$ cat config.mk
export PLATFORM = sky130hd
export DESIGN_NAME = hazard_scoreboard
export DESIGN_NICKNAME = d
export VERILOG_FILES = /design/src/rtl/hazard_scoreboard.sv
export SDC_FILE = /design/constraint.sdc
export NUM_CORES = 1
export LEC_CHECK = 0
export ABC_AREA = 1
export BUFFER_PORTS_ARGS = -buffer_cell sky130_fd_sc_hd__clkbuf_2
export CELL_PAD_IN_SITES_DETAIL_PLACEMENT = 1
export CELL_PAD_IN_SITES_GLOBAL_PLACEMENT = 2
export CORE_ASPECT_RATIO = 0.7
export CORE_MARGIN = 1
export CORE_UTILIZATION = 36
export CTS_BUF_LIST = sky130_fd_sc_hd__clkbuf_2 sky130_fd_sc_hd__clkbuf_4 sky130_fd_sc_hd__clkbuf_8
export CTS_CLUSTER_DIAMETER = 150
export DETAILED_ROUTE_END_ITERATION = 8
export PLACE_DENSITY = 0.94
export SYNTH_ARGS = -nofsm -noshare
export SYNTH_HDL_FRONTEND = slang
export SYNTH_SLANG_ARGS = --single-unit
$ cat constraint.sdc
create_clock -name clk -period 5.18 [get_ports clk]
set_input_delay 0.518 -clock clk [delete_from_list [all_inputs] [get_ports clk]]
set_output_delay 0.518 -clock clk [all_outputs]
set_load 0.02 [all_outputs]
$ cat src/rtl/hazard_scoreboard.sv
// ============================================================================
//  Module   : hazard_scoreboard
//  Brief    : Per-register pending-write scoreboard for the 5-stage in-order
//             core. Tracks fixed-latency results with a countdown and
//             variable-latency results with an UNK tag cleared by done_vld.
//             Drives fetch/decode stall and decode/execute flush.
//  Options  : HZ_PERF_EN adds saturating performance counters
//             (perf_raw_cyc, perf_busy_cyc, perf_flush_cnt).
//  Revision : 1.0 - initial release
// ============================================================================
`default_nettype none

module hazard_scoreboard #(
    parameter int REG_AW = 5,
    parameter int LAT_W  = 3,
    parameter int PERF_W = 32
) (
    input  logic                   clk,
    input  logic                   rst,
    input  logic [REG_AW-1:0]      rs1d,
    input  logic [REG_AW-1:0]      rs2d,
    input  logic                   rs1_used,
    input  logic                   rs2_used,
    input  logic [REG_AW-1:0]      rdd,
    input  logic                   regwrtd,
    input  logic [LAT_W-1:0]       latd,
    input  logic                   validd,
    input  logic                   pcsrce,
    input  logic                   busy,
    input  logic                   done_vld,
    input  logic [REG_AW-1:0]      done_rd,
    output logic                   stallf,
    output logic                   stalld,
    output logic                   flushd,
    output logic                   flushe,
    output logic [(2**REG_AW)-1:0] sb_pend
`ifdef HZ_PERF_EN
    ,
    output logic [PERF_W-1:0]      perf_raw_cyc,
    output logic [PERF_W-1:0]      perf_busy_cyc,
    output logic [PERF_W-1:0]      perf_flush_cnt
`endif
);

    localparam int               NREG  = 2**REG_AW;
    localparam logic [LAT_W-1:0] c_unk = '1;
    localparam logic [LAT_W-1:0] c_one = LAT_W'(1);

    logic [NREG-1:0]  r_pend;
    logic [LAT_W-1:0] r_cnt [NREG];
    logic [NREG-1:0]  w_pend_nxt;
    logic [LAT_W-1:0] w_cnt_nxt [NREG];

    logic w_raw;
    logic w_waw;
    logic w_hz;
    logic w_stall;
    logic w_issue;

    // Hazard detection against the current scoreboard contents
    always_comb begin
        w_raw = validd && ((rs1_used && (rs1d != '0) && r_pend[rs1d]) ||
                           (rs2_used && (rs2d != '0) && r_pend[rs2d]));
        // Only an UNK writer can be overtaken by a later fixed-latency write,
        // so a second writer must wait for its completion strobe.
        w_waw = validd && regwrtd && (rdd != '0) && r_pend[rdd] &&
                (r_cnt[rdd] == c_unk);
        w_hz    = w_raw || w_waw;
        w_stall = w_hz || busy;
        w_issue = validd && !w_stall && !pcsrce;
    end

    // Pipeline control; forced quiet while reset is asserted
    always_comb begin
        stallf = !rst && w_stall;
        stalld = !rst && w_stall;
        flushe = !rst && ((w_hz && !busy) || pcsrce);
        flushd = !rst && pcsrce;
    end

    // Next-state per entry: countdown, then completion, then issue (issue wins)
    always_comb begin
        for (int i = 0; i < NREG; i++) begin
            w_pend_nxt[i] = r_pend[i];
            w_cnt_nxt[i]  = r_cnt[i];
            if (r_pend[i] && (r_cnt[i] != '0) && (r_cnt[i] != c_unk)) begin
                w_cnt_nxt[i] = r_cnt[i] - c_one;
                if (r_cnt[i] == c_one) begin
                    w_pend_nxt[i] = 1'b0;
                end
            end
            if (done_vld && (done_rd == REG_AW'(i)) && (r_cnt[i] == c_unk)) begin
                w_pend_nxt[i] = 1'b0;
            end
            if (w_issue && regwrtd && (rdd == REG_AW'(i)) && (latd != '0)) begin
                w_pend_nxt[i] = 1'b1;
                w_cnt_nxt[i]  = latd;
            end
            // x0 is hard-wired and never tracked
            if (i == 0) begin
                w_pend_nxt[i] = 1'b0;
                w_cnt_nxt[i]  = '0;
            end
        end
    end

    // Scoreboard state registers
    always_ff @(posedge clk or posedge rst) begin
        if (rst) begin
            r_pend <= '0;
            for (int i = 0; i < NREG; i++) begin
                r_cnt[i] <= '0;
            end
        end else begin
            r_pend <= w_pend_nxt;
            for (int i = 0; i < NREG; i++) begin
                r_cnt[i] <= w_cnt_nxt[i];
            end
        end
    end

    assign sb_pend = r_pend;

`ifdef HZ_PERF_EN
    logic [PERF_W-1:0] r_perf_raw;
    logic [PERF_W-1:0] r_perf_busy;
    logic [PERF_W-1:0] r_perf_flush;

    // Saturating event counters
    always_ff @(posedge clk or posedge rst) begin
        if (rst) begin
            r_perf_raw   <= '0;
            r_perf_busy  <= '0;
            r_perf_flush <= '0;
        end else begin
            if (w_hz && !busy && (r_perf_raw != '1)) begin
                r_perf_raw <= r_perf_raw + PERF_W'(1);
            end
            if (busy && (r_perf_busy != '1)) begin
                r_perf_busy <= r_perf_busy + PERF_W'(1);
            end
            if (pcsrce && (r_perf_flush != '1)) begin
                r_perf_flush <= r_perf_flush + PERF_W'(1);
            end
        end
    end

    assign perf_raw_cyc   = r_perf_raw;
    assign perf_busy_cyc  = r_perf_busy;
    assign perf_flush_cnt = r_perf_flush;
`endif

endmodule

`default_nettype wire

# Yosys cells after proc, flatten, opt, wreduce, memory -nomap -nowiden
# Cells that the tools add are included.
# totals
reg_bits	124
in_bits	32
out_inout_bits	36
word_cells	818
# op_classes
n_addsub	31
order_cmp	4
eq_ne	156
n_mux	195
n_bitwise	1
n_reduce_logical	369
# op_table
cell	count
$reduce_bool 3->1	94
$logic_and 1x1->1	202
$mux 3	64
$eq 5x5->1 const B	32
$mux 1	127
$eq 3x3->1 const B	32
$eq 3x1->1 const B	31
$ne 3x3->1 const B	31
$sub 3x1->3 const B	31
$eq 5x4->1 const B	16
$reduce_and 2->1	31
$reduce_bool 2->1	31
$eq 5x3->1 const B	8
$eq 5x2->1 const B	4
$lt 5x6->1 const B	3
$bmux 1 s5	3
$bmux 3 s5	1
$reduce_bool 5->1	3
$eq 5x1->1 const B	2
$ge 6x6->1 const B	1
$not 5->6	1
$logic_not 1->1	4
$logic_or 1x1->1	4

# Logic depth before layout (Yosys ltp)
# logic_depth
ltp_word	16
mapped_depth	22
ltp_nobuf	19

# Worst setup path after synthesis
# OpenSTA, ideal clock, no wires.
# synth_path
path_kind	input port to output port
from	input rst
to	output stallf
t_arrival_ps	3666
required_ps	4662
setup_slack_ps	996
path_stages	4
n_path_buf	1
cell_sequence	inv_1 nand2_1 inv_1 buf_4
# synth_between
elab_chain_len	2
# synth_lines
item	line	rtl
from (decl)	19	input logic rst,
$logic_not 1->1 (no line)	-	
$logic_and 1x1->1	-	
to (decl)	32	output logic stallf,
# No other way between the ends.

# Final worst setup path
# layout_path
from	input rdd[0]
to	output stallf
# layout_between
elab_chain_len	9
# layout_lines
item	line	rtl
from (decl)	24	input logic [REG_AW-1:0] rdd,
$not 5->6 (implied by the code)	67	(r_cnt[rdd] == c_unk);
$bmux 3 s5	67	
$mux 3 (implied by the code) (2 in a row)	67	
$eq 3x3->1	67	
$logic_and 1x1->1 *	66	w_waw = validd && regwrtd && (rdd != '0) && r_pend[rdd] &&
$logic_or 1x1->1 *	68	w_hz = w_raw || w_waw;
$logic_or 1x1->1 *	69	w_stall = w_hz || busy;
$logic_and 1x1->1 *	75	stallf = !rst && w_stall;
# Mark *: on every way between the ends. The rest lies on a longest branch, timed or not. The select of a mux whose other input is x is not followed.

==> flow_metrics.tcl <==
set metrics [dict create \
    timing.final.crit_period_ps 3780 \
    vias_per_cell 5.20 \
    setup_tns_ps 0 \
    rows 53 \
    first_pass_iters 5 \
    critPathCaptureType "primary output" \
    vdd_drop_max_v 0.000183 \
    fin_skew_ps 16.1 \
    yosys_warnings 0 \
    gp_congestion 0.968 \
    maxSlewViolCount 0 \
    post-cts-setup-buffers 0 \
    outcome "finished clean" \
    clockPowerShare 0.228 \
    rsz0062_at_grt "no" \
    cts_tree "built" \
    swShare 0.453 \
    max_slew_margin 0.288 \
    worst-endpoint-arrival_ps 3260 \
    yosysTopAreaCellShare 0.274 \
    die_w_um 214 \
    synth-seq-cells 124 \
    grt_pass1_vias 11700 \
    hold_viol 0 \
    postRouteAntennaNets 0 \
    drive_above_1_share 0.0783 \
    die_h_um 150 \
    crit_buf_inv 5 \
    cts_resized 0 \
    power.switching_mw 2.10 \
    synth_flop_cell "dfrtp_1" \
    grt_max_degree 70 \
    yosysSeqAreaShare 0.274 \
    cts-buffers-inserted 17 \
    syn_avg_cell_area_um2 6.51 \
    synthCells 1740 \
    ys_top_cells_by_count "nand2_1, inv_1, nand3_1, nor2_1" \
    h-tree-depth 4 \
    cts_hold_buf 0 \
    async_reset_ff_frac 1.00 \
    synth.area.top_cells "dfrtp_1, nand2_1, ha_1" \
    clkSinkCount 124 \
    wire_per_inst_um 19.4 \
    hp-class "input port to asynchronous set/reset pin" \
    nNetsFinal 1944 \
    route.detailed.drc 0 \
    synth_largest_area_cell "dfrtp_1" \
    antenna_found_initial 0 \
    ys_types 38 \
    synth.net_count 1896 \
    start_util 0.371 \
    maxCapViolCount 0 \
    p_comb_frac 0.421 \
    drt_iter0_markers 897 \
    die-area_um2 32200 \
    cp_slowest_cell "buf_2" \
    clkTransAtPathRegs_ps 90 \
    io_buffers 66 \
    clk_latency_ps 500 \
    worst_slew_pin_slew_ps 1060 \
    p_per_area_nw_per_um2 373 \
    leakage_nw 6.85 \
    crit_fanout 39 \
    syn_to_final_growth_pct 9.68 \
    clock.fmax_mhz 265 \
    clk_path_buf_depth 2 \
    fin_crit_sh 0.729 \
    core_area_um2 30500 \
    yosysMostFrequentCell "nand2_1" \
    crit_type "input port to primary output" \
    grt_first_pass_wirelength_um 67600 \
    syn_area_um2 11300 \
    power.internal_mw 2.54 \
    synth-edff-count 0 \
    num_vias 11500 \
    required_ps 4660 \
    grt_usage 0.276 \
    totalWireLength_um 42800 \
    setup_viol 0 \
    critical-path-top-delay-family "buffers and inverters" \
    seqPwrFrac 0.351 \
    crit_path_cell_trace "buf_2 > buf_4 > nor2_1 > inv_1 > nor2_1 > nor2_1 > nand2_1 > nor2_1 > nand2_1 > nor2_1 > nand2_1 > nand2_1 > nand2_4 > nand3_4 > nand2_1 > inv_1 > clkbuf_2" \
    final_cell_area_um2 12400 \
    ctsRootBufferMaster "clkbuf_8" \
    cpPeakStageDelay_ps 680 \
    dp.final_hpwl_um 32500 \
    cp-start-kind "input port" \
    diodes 0 \
    overflow 0 \
    ios 68 \
    placed_area_um2 12000 \
]
==> layout by cell type (no fill, tap or decap), types with 9 or more instances in the layout <==
master	n
clkbuf_8	18
a31oi_1	14
o21ai_0	65
nand2_1	637
mux2i_1	13
o21ai_1	12
ha_1	124
inv_1	226
nand3_1	165
dfrtp_1	124
xor2_1	41
a21oi_1	33
nand4_1	25
buf_4	9
nor2_1	156
clkbuf_2	65
nor2_2	10
==> kinds of logic after synthesis <==
kind of cell               after synthesis  synth area share
adders and majority gates              124             0.137
muxes                                   13            0.0115
xor gates and xnor gates                49            0.0379
and+or+nand+nor                       1014             0.373
DFF                                    124             0.274
other                                    1          0.000331
AOI/OAI and AO/OA                      135            0.0636
buffers and inverters                  280             0.103
==> layout make-up <==
cell class | instances | area, um2
clock buffers | 18 | 248
clock inverters | 14 | 216
fillers | 4093 | 18100
inverters | 234 | 886
multi-input cells | 1336 | 7060
flip-flops and latches | 124 | 3100
well taps | 412 | 515
repair buffers | 75 | 398
==> final timing paths <==
| path | start | to | slack [ps] | cells after the start |
|---|---|---|---|---|
| setup / recovery | rdd[0] | stallf | 1400 | 17 |
| hold / removal | rst | sb_pend[15] | 250 | 2 |
| setup reg to reg | sb_pend[16] | r_cnt[73] | 2250 | 15 |
| hold reg to reg | r_cnt[46] | r_cnt[46] | 560 | 2 |
| max in group asynchronous | rst | r_cnt[78] | 3560 | 3 |
| min in group clk | done_rd[1] | sb_pend[8] | 540 | 5 |
==> routing by layer <==
layer	GRT usage	wire length [um]	share of wire
met1	0.392	21100	0.49
met3	0.0489	2440	0.057
met2	0.428	18600	0.43
met4	0.0748	745	0.017
met5	0	0	0
==> registers in the layout (all words and copies together), names as in the netlist <==
signal	flops
sb_pend	31
r_cnt	93
==> power by group through the flow <==
stage,Combinational [mW],Clock (mW),Sequential (mW)
finish,1.95,1.06,1.63
global route,2.24,1.12,1.67
CTS,1.94,1.09,1.62
detailed placement,1.92,0,1.63
global placement,1.82,0,1.62
floorplan,1.39,0,1.54
==> per-stage QoR <==
step | setup slack, ps | instances | utilization | hold WS, ps | power, mW
3_3_place_gp | 1460 | 2181 | 0.392 | 532 | 3.45
4_1_cts | 1440 | 2213 | 0.407 | 255 | 4.65
2_1_floorplan | 996 | 1740 | - | 504 | 2.93
3_5_place_dp | 1350 | 2181 | 0.392 | 544 | 3.56
5_1_grt | 1210 | 2213 | 0.407 | 316 | 5.04
6_report | 1400 | 2213 | 0.407 | 247 | 4.64
Note: power is estimated with default switching activity, not from simulation.
